==> src/rtl/input_debounce.sv <==
//------------------------------------------------------------------------------
// Module  : input_debounce
// Purpose : Per-bit two-flop synchronizer and stability-counter debouncer for
//           DIP switches and pushbuttons. Optional registered rise/fall/changed
//           pulses are built only when DEBOUNCE_EDGE_EN is defined.
// Rev     : 1.0  initial release
//------------------------------------------------------------------------------
`default_nettype none

module input_debounce #(
  parameter int WIDTH         = 8,
  parameter int STABLE_CYCLES = 16
) (
  input  logic             clk,
  input  logic             rst_n,
  input  logic [WIDTH-1:0] raw,
  output logic [WIDTH-1:0] stable,
  output logic [WIDTH-1:0] rise,
  output logic [WIDTH-1:0] fall,
  output logic             changed
);

  localparam int            CW     = $clog2(STABLE_CYCLES);
  localparam logic [CW-1:0] C_LAST = CW'(STABLE_CYCLES - 1);

  logic [WIDTH-1:0] r_s1;
  logic [WIDTH-1:0] r_s2;
  logic [WIDTH-1:0] r_stable;
  logic [WIDTH-1:0] w_accept;

  always_ff @(posedge clk or negedge rst_n) begin
    if (!rst_n) begin
      r_s1 <= '0;
      r_s2 <= '0;
    end else begin
      r_s1 <= raw;
      r_s2 <= r_s1;
    end
  end

  // Each bit counts consecutive disagreements; any agreement restarts it.
  for (genvar gi = 0; gi < WIDTH; gi++) begin : g_bit
    logic [CW-1:0] r_cnt;

    assign w_accept[gi] = (r_s2[gi] != r_stable[gi]) && (r_cnt == C_LAST);

    always_ff @(posedge clk or negedge rst_n) begin
      if (!rst_n) begin
        r_cnt <= '0;
      end else if ((r_s2[gi] == r_stable[gi]) || w_accept[gi]) begin
        r_cnt <= '0;
      end else begin
        r_cnt <= r_cnt + CW'(1);
      end
    end
  end

  // An accepted bit always disagrees with stable, so toggling takes s2.
  always_ff @(posedge clk or negedge rst_n) begin
    if (!rst_n) begin
      r_stable <= '0;
    end else begin
      r_stable <= r_stable ^ w_accept;
    end
  end

  assign stable = r_stable;

`ifdef DEBOUNCE_EDGE_EN
  logic [WIDTH-1:0] r_rise;
  logic [WIDTH-1:0] r_fall;
  logic             r_changed;

  always_ff @(posedge clk or negedge rst_n) begin
    if (!rst_n) begin
      r_rise    <= '0;
      r_fall    <= '0;
      r_changed <= 1'b0;
    end else begin
      r_rise    <= w_accept & r_s2;
      r_fall    <= w_accept & ~r_s2;
      r_changed <= |w_accept;
    end
  end

  assign rise    = r_rise;
  assign fall    = r_fall;
  assign changed = r_changed;
`else
  assign rise    = '0;
  assign fall    = '0;
  assign changed = 1'b0;
`endif

endmodule

`default_nettype wire

==> config.mk <==
export PLATFORM = sky130hd
export DESIGN_NAME = input_debounce
export DESIGN_NICKNAME = d
export VERILOG_FILES = /design/src/rtl/input_debounce.sv
export SDC_FILE = /design/constraint.sdc
export NUM_CORES = 1
export LEC_CHECK = 0
export ABC_AREA = 0
export BUFFER_PORTS_ARGS = -buffer_cell sky130_fd_sc_hd__buf_2
export CAP_MARGIN = 15
export CORE_MARGIN = 10
export CORE_UTILIZATION = 40
export CTS_CLUSTER_SIZE = 16
export DETAILED_ROUTE_END_ITERATION = 16
export PLACE_DENSITY = 0.6
export SLEW_MARGIN = 20
export SYNTH_ARGS = -nofsm -noshare
export SYNTH_HDL_FRONTEND = slang
export SYNTH_SLANG_ARGS = --single-unit
export TNS_END_PERCENT = 50
==> constraint.sdc <==
create_clock -name clk -period 2 [get_ports clk]
set_clock_uncertainty 0.2 [all_clocks]
set_input_delay 0.2 -clock clk [delete_from_list [all_inputs] [get_ports clk]]
set_output_delay 0.2 -clock clk [all_outputs]
set_load 0.005 [all_outputs]
==> results.cfg, run 1 <==
[placed_design]
portBuffers = 17
gp_congestion = 0.747
dp_slack_ns = 0.606
dp_hpwl_um = 2230

[cells_and_area]
final_common_cell = dfrtp_1
diodes = 0
drive_gt1_share_pct = 11.3
final_cell_mix = dfrtp_1 (56), nor2_1 (32), conb_1 (17), buf_2 (17)
area_delta_synth_final_pct = 13.9
nNetsFinal = 229
final_util_pct = 46.4

[run_status]
outcome = complete, no violations

[die]
io_pins = 35
die_y_um = 94.4
core-area_mm2 = 0.00544
die-area_mm2 = 0.00892
rows = 27
fp.dieW_um = 94.4
initial_core_util_pct = 40.7

[clocking]
post-cts-setup-buffers = 0
path_clk_slew_ns = 0.09
cts_tree = done
h-tree-depth = 2
clock_path_buffers = 2
clk_latency_ns = 0.30
cts_buffers = 5
cts_resized = 0
cts_root_buf = clkbuf_8
clock_sink_count = 56

[route]
drcViolationCount = 0
dr_wl_met2_um = 1450
routed_wl_um = 3070
wl_met3_um = 146
dr.max_layer_used = met4
vias = 1195
first_pass_iters = 3
vias_per_cell = 4.21
final_antenna_net_count = 0
drt_iter0_markers = 50
wl_met1_um = 1400
wl_per_cell_um = 10.8

[sta]
rsz0062_at_grt = no
period_share_pct = 69.6
fmax_mhz = 718
tightest_slew_ns = 0.545
final_max_slew_viol_count = 0
setup_slack_ns = 0.607
min_period_ns = 1.39
setup_violations = 0
fin_tns_setup_ns = 0
hold_viol_final = 0
max_slew_margin_pct = 63.7

[job]
drv_cap = 0

[synth]
syn_avg_cell_area_um2 = 12.4
yosysWarnings = 0
synth-seq-cells = 56
synthTopCellsByArea = dfrtp_1 (63%), xnor2_1 (6.3%), buf_4 (5.8%), nor2_1 (5.4%), ha_1 (4.5%)
syn_area_mm2 = 0.00222
ys_seq_area_share_pct = 63.2
yosys.area.top_type = dfrtp_1
postSynthCellCount = 178
synth_top_area_share_pct = 63.2
synth_cell_types = 12

[min_path]
hold_class = flip-flop to flip-flop

[global_route]
grt_pass1_wl_um = 5400
grt_max_degree = 34
antenna_found_initial = 0
grt_pass1_vias = 1287
grtUsageTotal_pct = 7.59
overflow = 0

[power]
ir_drop_uv = 518
leakage_uw = 0.00126
power_density_mw_per_mm2 = 784

[worst_setup_path]
critical_path_class = flip-flop to flip-flop
worstPathRequired_ns = 1.98
cp-start-kind = flip-flop
cp.arrival_ns = 1.37
cp_max_fo = 3
cp-end-kind = flip-flop
==> layer usage <==
| metal | up-vias | global-route usage [%] |
|---|---|---|
| li1 | 593 | - |
| met1 | 578 | 8.07 |
| met2 | 17 | 12.8 |
| met3 | 7 | 2.78 |
| met4 | 0 | 4.18 |
| met5 | - | 0 |
==> per-stage QoR <==
step	total power (µW)	instance area, µm²	cells	hold WS (ns)
global route	2080	2520	284	0.160
finish	1980	2520	284	0.153
global placement	1370	2340	267	0.0196
detailed placement	1380	2340	267	0.0138
CTS	2010	2520	284	0.155
floorplan	1350	2280	194	-0.296
==> Yosys cell counts <==
master,number
a31o_1,1
nand2b_1,7
nand3_1,16
dfrtp_1,56
mux2_1,8
nor2_1,32
buf_4,17
conb_1,1
xor2_1,8
xnor2_1,16
inv_1,8
ha_1,8
==> worst paths after layout <==
kind	start	endpoint	slack (ns)	depth (start not counted)
max in group asynchronous	rst_n	g_bit[1].r_cnt[0]	0.84	3
setup reg to reg	g_bit[6].r_cnt[0]	flip-flop	0.61	3
setup / recovery	g_bit[6].r_cnt[0]	flip-flop	0.61	3
hold / removal	r_s1[2]	r_s2[2]	0.15	0
min in group asynchronous	rst_n	g_bit[5].r_cnt[1]	0.21	2
hold reg to reg	r_s1[2]	r_s2[2]	0.15	0
==> report_power, final <==
group | total, µW | internal [µW] | switching (µW)
Combinational | 145 | 67.3 | 77.3
Clock | 611 | 283 | 328
Sequential | 1220 | 1190 | 35.9
==> worst max-delay path, cell delays in order (launching register included) <==
cell     delay [ns]
dfrtp_1        0.41
ha_1           0.24
nand3_1        0.10
mux2_1         0.33
==> cell families after synthesis <==
family	count (synthesis)	synth area share, %
other	1	0.169
adder cells (fa/ha/maj)	8	4.52
buffers and inverters	25	7.11
flip-flops	56	63.2
multiplexers	8	4.07
XOR/XNOR	24	9.49
AO/OA/AOI/OAI	1	0.395
AND/OR/NAND/NOR	55	11.0
==> area by class of cell <==
type	instances	area (µm²)
Clock buffer	8	90.1
Fill cell	510	2920
Inverter	8	30.0
Multi-Input combinational cell	113	717
Sequential cell	56	1400
Tap cell	72	90.1
Timing Repair Buffer	27	195
==> what timing repair did <==
item                                    CTS  global route
hold buffers                              9             0
endpoints found under the setup margin    0             0
endpoints found under the hold margin    31             0
(Power assumes the default switching activity.)
==> inputs of run 2 (changes only) <==
Clock period 2 ns to 1.4 ns, I/O delays scaled along.
==> run 2 against run 1 <==
Against the previous run:
- global-route usage up 0.052 points
- die area is the same
- utilization increased by 1.6 points
- clock-buffer cell count fell by 3
- via count grew 2.5%
- flip-flop and latch count unchanged
- register-to-register slack worse by 0.56 ns
- worst setup slack worse by 0.56 ns
- critical path depth is the same
- critical path type unchanged
- clock power rose by 67%
==> results.cfg, run 2 (same netlist as run 1, synthesis figures left out) <==
[run_status]
outcome = complete, no violations

[cells_and_area]
diodes = 0
design_area_mm2 = 0.00261
final_cell_mix = dfrtp_1 (56), nor2_1 (32), conb_1 (17), buf_2 (17), xnor2_1 (16)
area_delta_synth_final_pct = 17.8
fin_cells = 289
drive_gt1_share_pct = 18.0
nFillCells = 505
nNetsFinal = 234
final_common_cell = dfrtp_1

[global_route]
overflow = 0
antenna_found_initial = 0
grt_pass1_vias = 1306
grtUsageTotal_pct = 7.64
grt_max_degree = 57
grt_pass1_wl_um = 5530

[sta]
fmax_mhz = 741
hold_viol_final = 0
final_max_slew_viol_count = 0
setup_violations = 0
rsz0062_at_grt = no
fin_hold_ws_ns = 0.144
fin_tns_setup_ns = 0
period_share_pct = 96.4
min_period_ns = 1.35

[die]
initial_core_util_pct = 40.7
core-area_mm2 = 0.00544
die_y_um = 94.4
rows = 27
die-area_mm2 = 0.00892
fp.dieW_um = 94.4
io_pins = 35

[worst_setup_path]
cp.arrival_ns = 1.34
critical_path_class = flip-flop to flip-flop
crit_chain = ha_1 > nand3_1 > mux2_1
cp_max_fo = 2
cpMaxStageDelayCell = dfrtp_1
worstPathRequired_ns = 1.39
critical-path-max-stage-delay_ns = 0.39
cp-end-kind = flip-flop
cp-start-kind = flip-flop

[placed_design]
dp_hpwl_um = 2120
portBuffers = 17
gp_congestion = 0.740
dpl_cell_area_mm2 = 0.00237
placedCellCount = 270

[route]
wl_per_cell_um = 10.5
final_antenna_net_count = 0
vias = 1225
first_pass_iters = 4
drcViolationCount = 0
routed_wl_um = 3030
vias_per_cell = 4.24
drt_iter0_markers = 67

[clocking]
clock_path_buffers = 2
cts_tree = done
path_clk_slew_ns = 0.09
clock_sink_count = 56
clk_latency_ns = 0.30
cts_buffers = 5
h-tree-depth = 2
cts_root_buf = clkbuf_8

[power]
leakage_uw = 0.00129
ir_drop_uv = 721
power_density_mw_per_mm2 = 1140
power.total_uw = 2990

[job]
drv_cap = 0

[min_path]
hold_class = primary input to asynchronous set/reset pin
[run 2: per-layer routing]
| layer | global-route usage, % | wire length [µm] | vias up |
|---|---|---|---|
| met4 | 2.66 | 35 | 0 |
| met2 | 13.1 | 1510 | 19 |
| met5 | 0 | 0 | - |
| met1 | 8.32 | 1340 | 596 |
| met3 | 3.17 | 139 | 4 |
| li1 | - | - | 606 |
[run 2: layout make-up]
| type | count | area [µm²] | share of cell area [%] |
|---|---|---|---|
| clock buffer | 5 | 68.8 | 2.64 |
| clock inverter | 3 | 42.5 | 1.63 |
| inverter | 8 | 30.0 | 1.15 |
| multi-input combinational | 113 | 746 | 28.6 |
| sequential | 56 | 1400 | 53.7 |
| tap | 72 | 90.1 | 3.45 |
| timing repair buffer | 32 | 233 | 8.91 |
[run 2: per-stage QoR]
stage | setup WS [ns] | util, %
after global routing | 0.00214 | 48.0
final | 0.0509 | 48.0
after detailed placement | 0.0198 | 43.5
after CTS | 0.00546 | 47.2
after floorplan | 0.0740 | -
after global placement | 0.0418 | 43.5
[run 2: what timing repair did]
item | in CTS | in global routing
endpoints found under the hold margin | 64 | 0
setup endpoints to repair | 0 | 6
hold buffers | 9 | 0
resized for setup | 0 | 8
setup buffers | 0 | 2
[run 2: power by group]
| group | switching, µW | total, µW | internal, µW |
|---|---|---|---|
| sequential | 50.9 | 1750 | 1700 |
| combinational | 113 | 221 | 108 |
| clock | 489 | 1020 | 529 |
| total | 653 | 2990 | 2330 |
[run 2: final timing paths]
check | slack [ns] | end | from | cells past startpoint
max reg2reg | 0.05 | flip-flop | g_bit[7].r_cnt[0] | 3
min | 0.14 | g_bit[5].r_cnt[1] | rst_n | 3
max | 0.05 | flip-flop | g_bit[7].r_cnt[0] | 3
min in group clk | 0.15 | r_s2[6] | r_s1[6] | 0
min reg2reg | 0.15 | r_s2[6] | r_s1[6] | 0
max in group asynchronous | 0.60 | g_bit[6].r_cnt[1] | rst_n | 3
[run 2: critical path: cells and delay by family (launching register included)]
family,cells,cell delay [ns]
muxes,1,0.32
and+or+nand+nor,1,0.11
adders and majority gates,1,0.22
DFF,1,0.39
==> inputs of run 3 (changes only) <==
Settings changed: PLACE_DENSITY 0.6 to default, PLACE_DENSITY_LB_ADDON from default to 0.08.
==> run 3 against run 2 <==
Against the previous run:
- die area did not move
- via count rose by 1.5%
- utilization fell by 0.48 points
- largest power group unchanged
- clock-buffer cell count rose by 2
- total power fell by 3.4%
- worst setup slack got worse by 0.012 ns
==> results.cfg, run 3 (same netlist as run 1, synthesis figures left out) <==
[clocking]
cts_tree = done
path_clk_slew_ns = 0.09
cts_root_buf = clkbuf_8
h-tree-depth = 2
cts_buffers = 5
clk_latency_ns = 0.30
clock_path_buffers = 2
clock_sink_count = 56

[worst_setup_path]
rrSetupSlack_ns = 0.04
reg2reg_depth = 3
worstPathRequired_ns = 1.39
cp.arrival_ns = 1.35
timing.rr.start = g_bit[6].r_cnt[0]
cp_max_fo = 3
cp-start-kind = flip-flop
critical_path_class = flip-flop to flip-flop
cp-end-kind = flip-flop

[global_route]
antenna_found_initial = 0
overflow = 0
grt_max_degree = 44
grt_pass1_wl_um = 5750
grtUsageTotal_pct = 8.12
grt_pass1_vias = 1388

[die]
fp.dieW_um = 94.4
core-area_mm2 = 0.00544
initial_core_util_pct = 40.7
die_y_um = 94.4
die-area_mm2 = 0.00892
rows = 27
io_pins = 35

[route]
final_antenna_net_count = 0
vias = 1243
routed_wl_um = 3350
first_pass_iters = 4
wl_per_cell_um = 11.7
drcViolationCount = 0
drt_iter0_markers = 56
vias_per_cell = 4.35

[job]
drv_cap = 0

[cells_and_area]
final_common_cell = dfrtp_1
nNetsFinal = 232
final_cell_mix = dfrtp_1 (56), nor2_1 (32), conb_1 (17), buf_2 (17), xnor2_1 (16)
area_delta_synth_final_pct = 16.7
diodes = 0
nFillCells = 491
drive_gt1_share_pct = 17.8

[placed_design]
portBuffers = 17
dp_slack_ns = -0.00774
dp_hpwl_um = 2470
gp_congestion = 0.665

[sta]
fin_hold_ws_ns = 0.0595
min_period_ns = 1.36
hold_viol_final = 0
setup_slack_ns = 0.0388
period_share_pct = 97.2
final_max_slew_viol_count = 0
rsz0062_at_grt = no
fmax_mhz = 735
fin_tns_setup_ns = 0
setup_violations = 0

[min_path]
hold_class = primary input to asynchronous set/reset pin

[power]
power_density_mw_per_mm2 = 1120
ir_drop_uv = 517
leakage_uw = 0.00126
power.total_uw = 2880

[run_status]
outcome = complete, no violations
==> run 3: final cells by class <==
class                   instances  area [µm²]  area share (%)
inverters                       8        30.0            1.16
well taps                      72        90.1            3.48
clock buffers                   7        96.3            3.73
multi-input cells             113         749            29.0
repair buffers                 30         218            8.42
flip-flops and latches         56        1400            54.2
==> run 3: worst max-delay path, cell delays in order (launching register included) <==
cell     delay [ns]
dfrtp_1        0.41
ha_2           0.22
nand3_1        0.10
mux2_1         0.32
==> run 3: what timing repair did <==
| action | in CTS | in global routing |
|---|---|---|
| buffers inserted | 1 | 2 |
| endpoints found under the hold margin | 64 | 0 |
| endpoints found under the setup margin | 4 | 7 |
| hold buffers | 9 | 0 |
| pin swaps | 0 | 0 |
| gates resized for setup | 3 | 7 |
==> run 3: report_power, final <==
part           total (µW)  switching [µW]  internal [µW]  leakage (µW)
combinational         223             116            107      0.000488
clock                 909             468            441     0.0000503
sequential           1750            55.8           1700      0.000725
==> run 3: worst max-delay path by stage <==
stage                                  from         to  depth (start not counted)
after floorplan           g_bit[5].r_cnt[0]  flip-flop                          3
after global routing      g_bit[1].r_cnt[0]  flip-flop                          3
final                     g_bit[6].r_cnt[0]  flip-flop                          3
after global placement    g_bit[5].r_cnt[0]  flip-flop                          3
after detailed placement  g_bit[6].r_cnt[0]  flip-flop                          3
after CTS                 g_bit[5].r_cnt[0]  flip-flop                          3
==> run 3: per-stage QoR <==
step | util (%) | cells | cell area, µm²
global placement | 43.1 | 267 | 2340
CTS | 46.8 | 284 | 2550
global route | 47.5 | 286 | 2580
detailed placement | 43.1 | 267 | 2340
finish | 47.5 | 286 | 2580
floorplan | - | 194 | 2280
==> run 3: layer usage <==
| layer | vias to the layer above | wire, µm | track usage [%] |
|---|---|---|---|
| met5 | - | 0 | 0 |
| met4 | 0 | 95 | 5.70 |
| met3 | 7 | 321 | 3.01 |
| met2 | 32 | 1680 | 14.0 |
| met1 | 603 | 1260 | 7.89 |
| li1 | 601 | - | - |
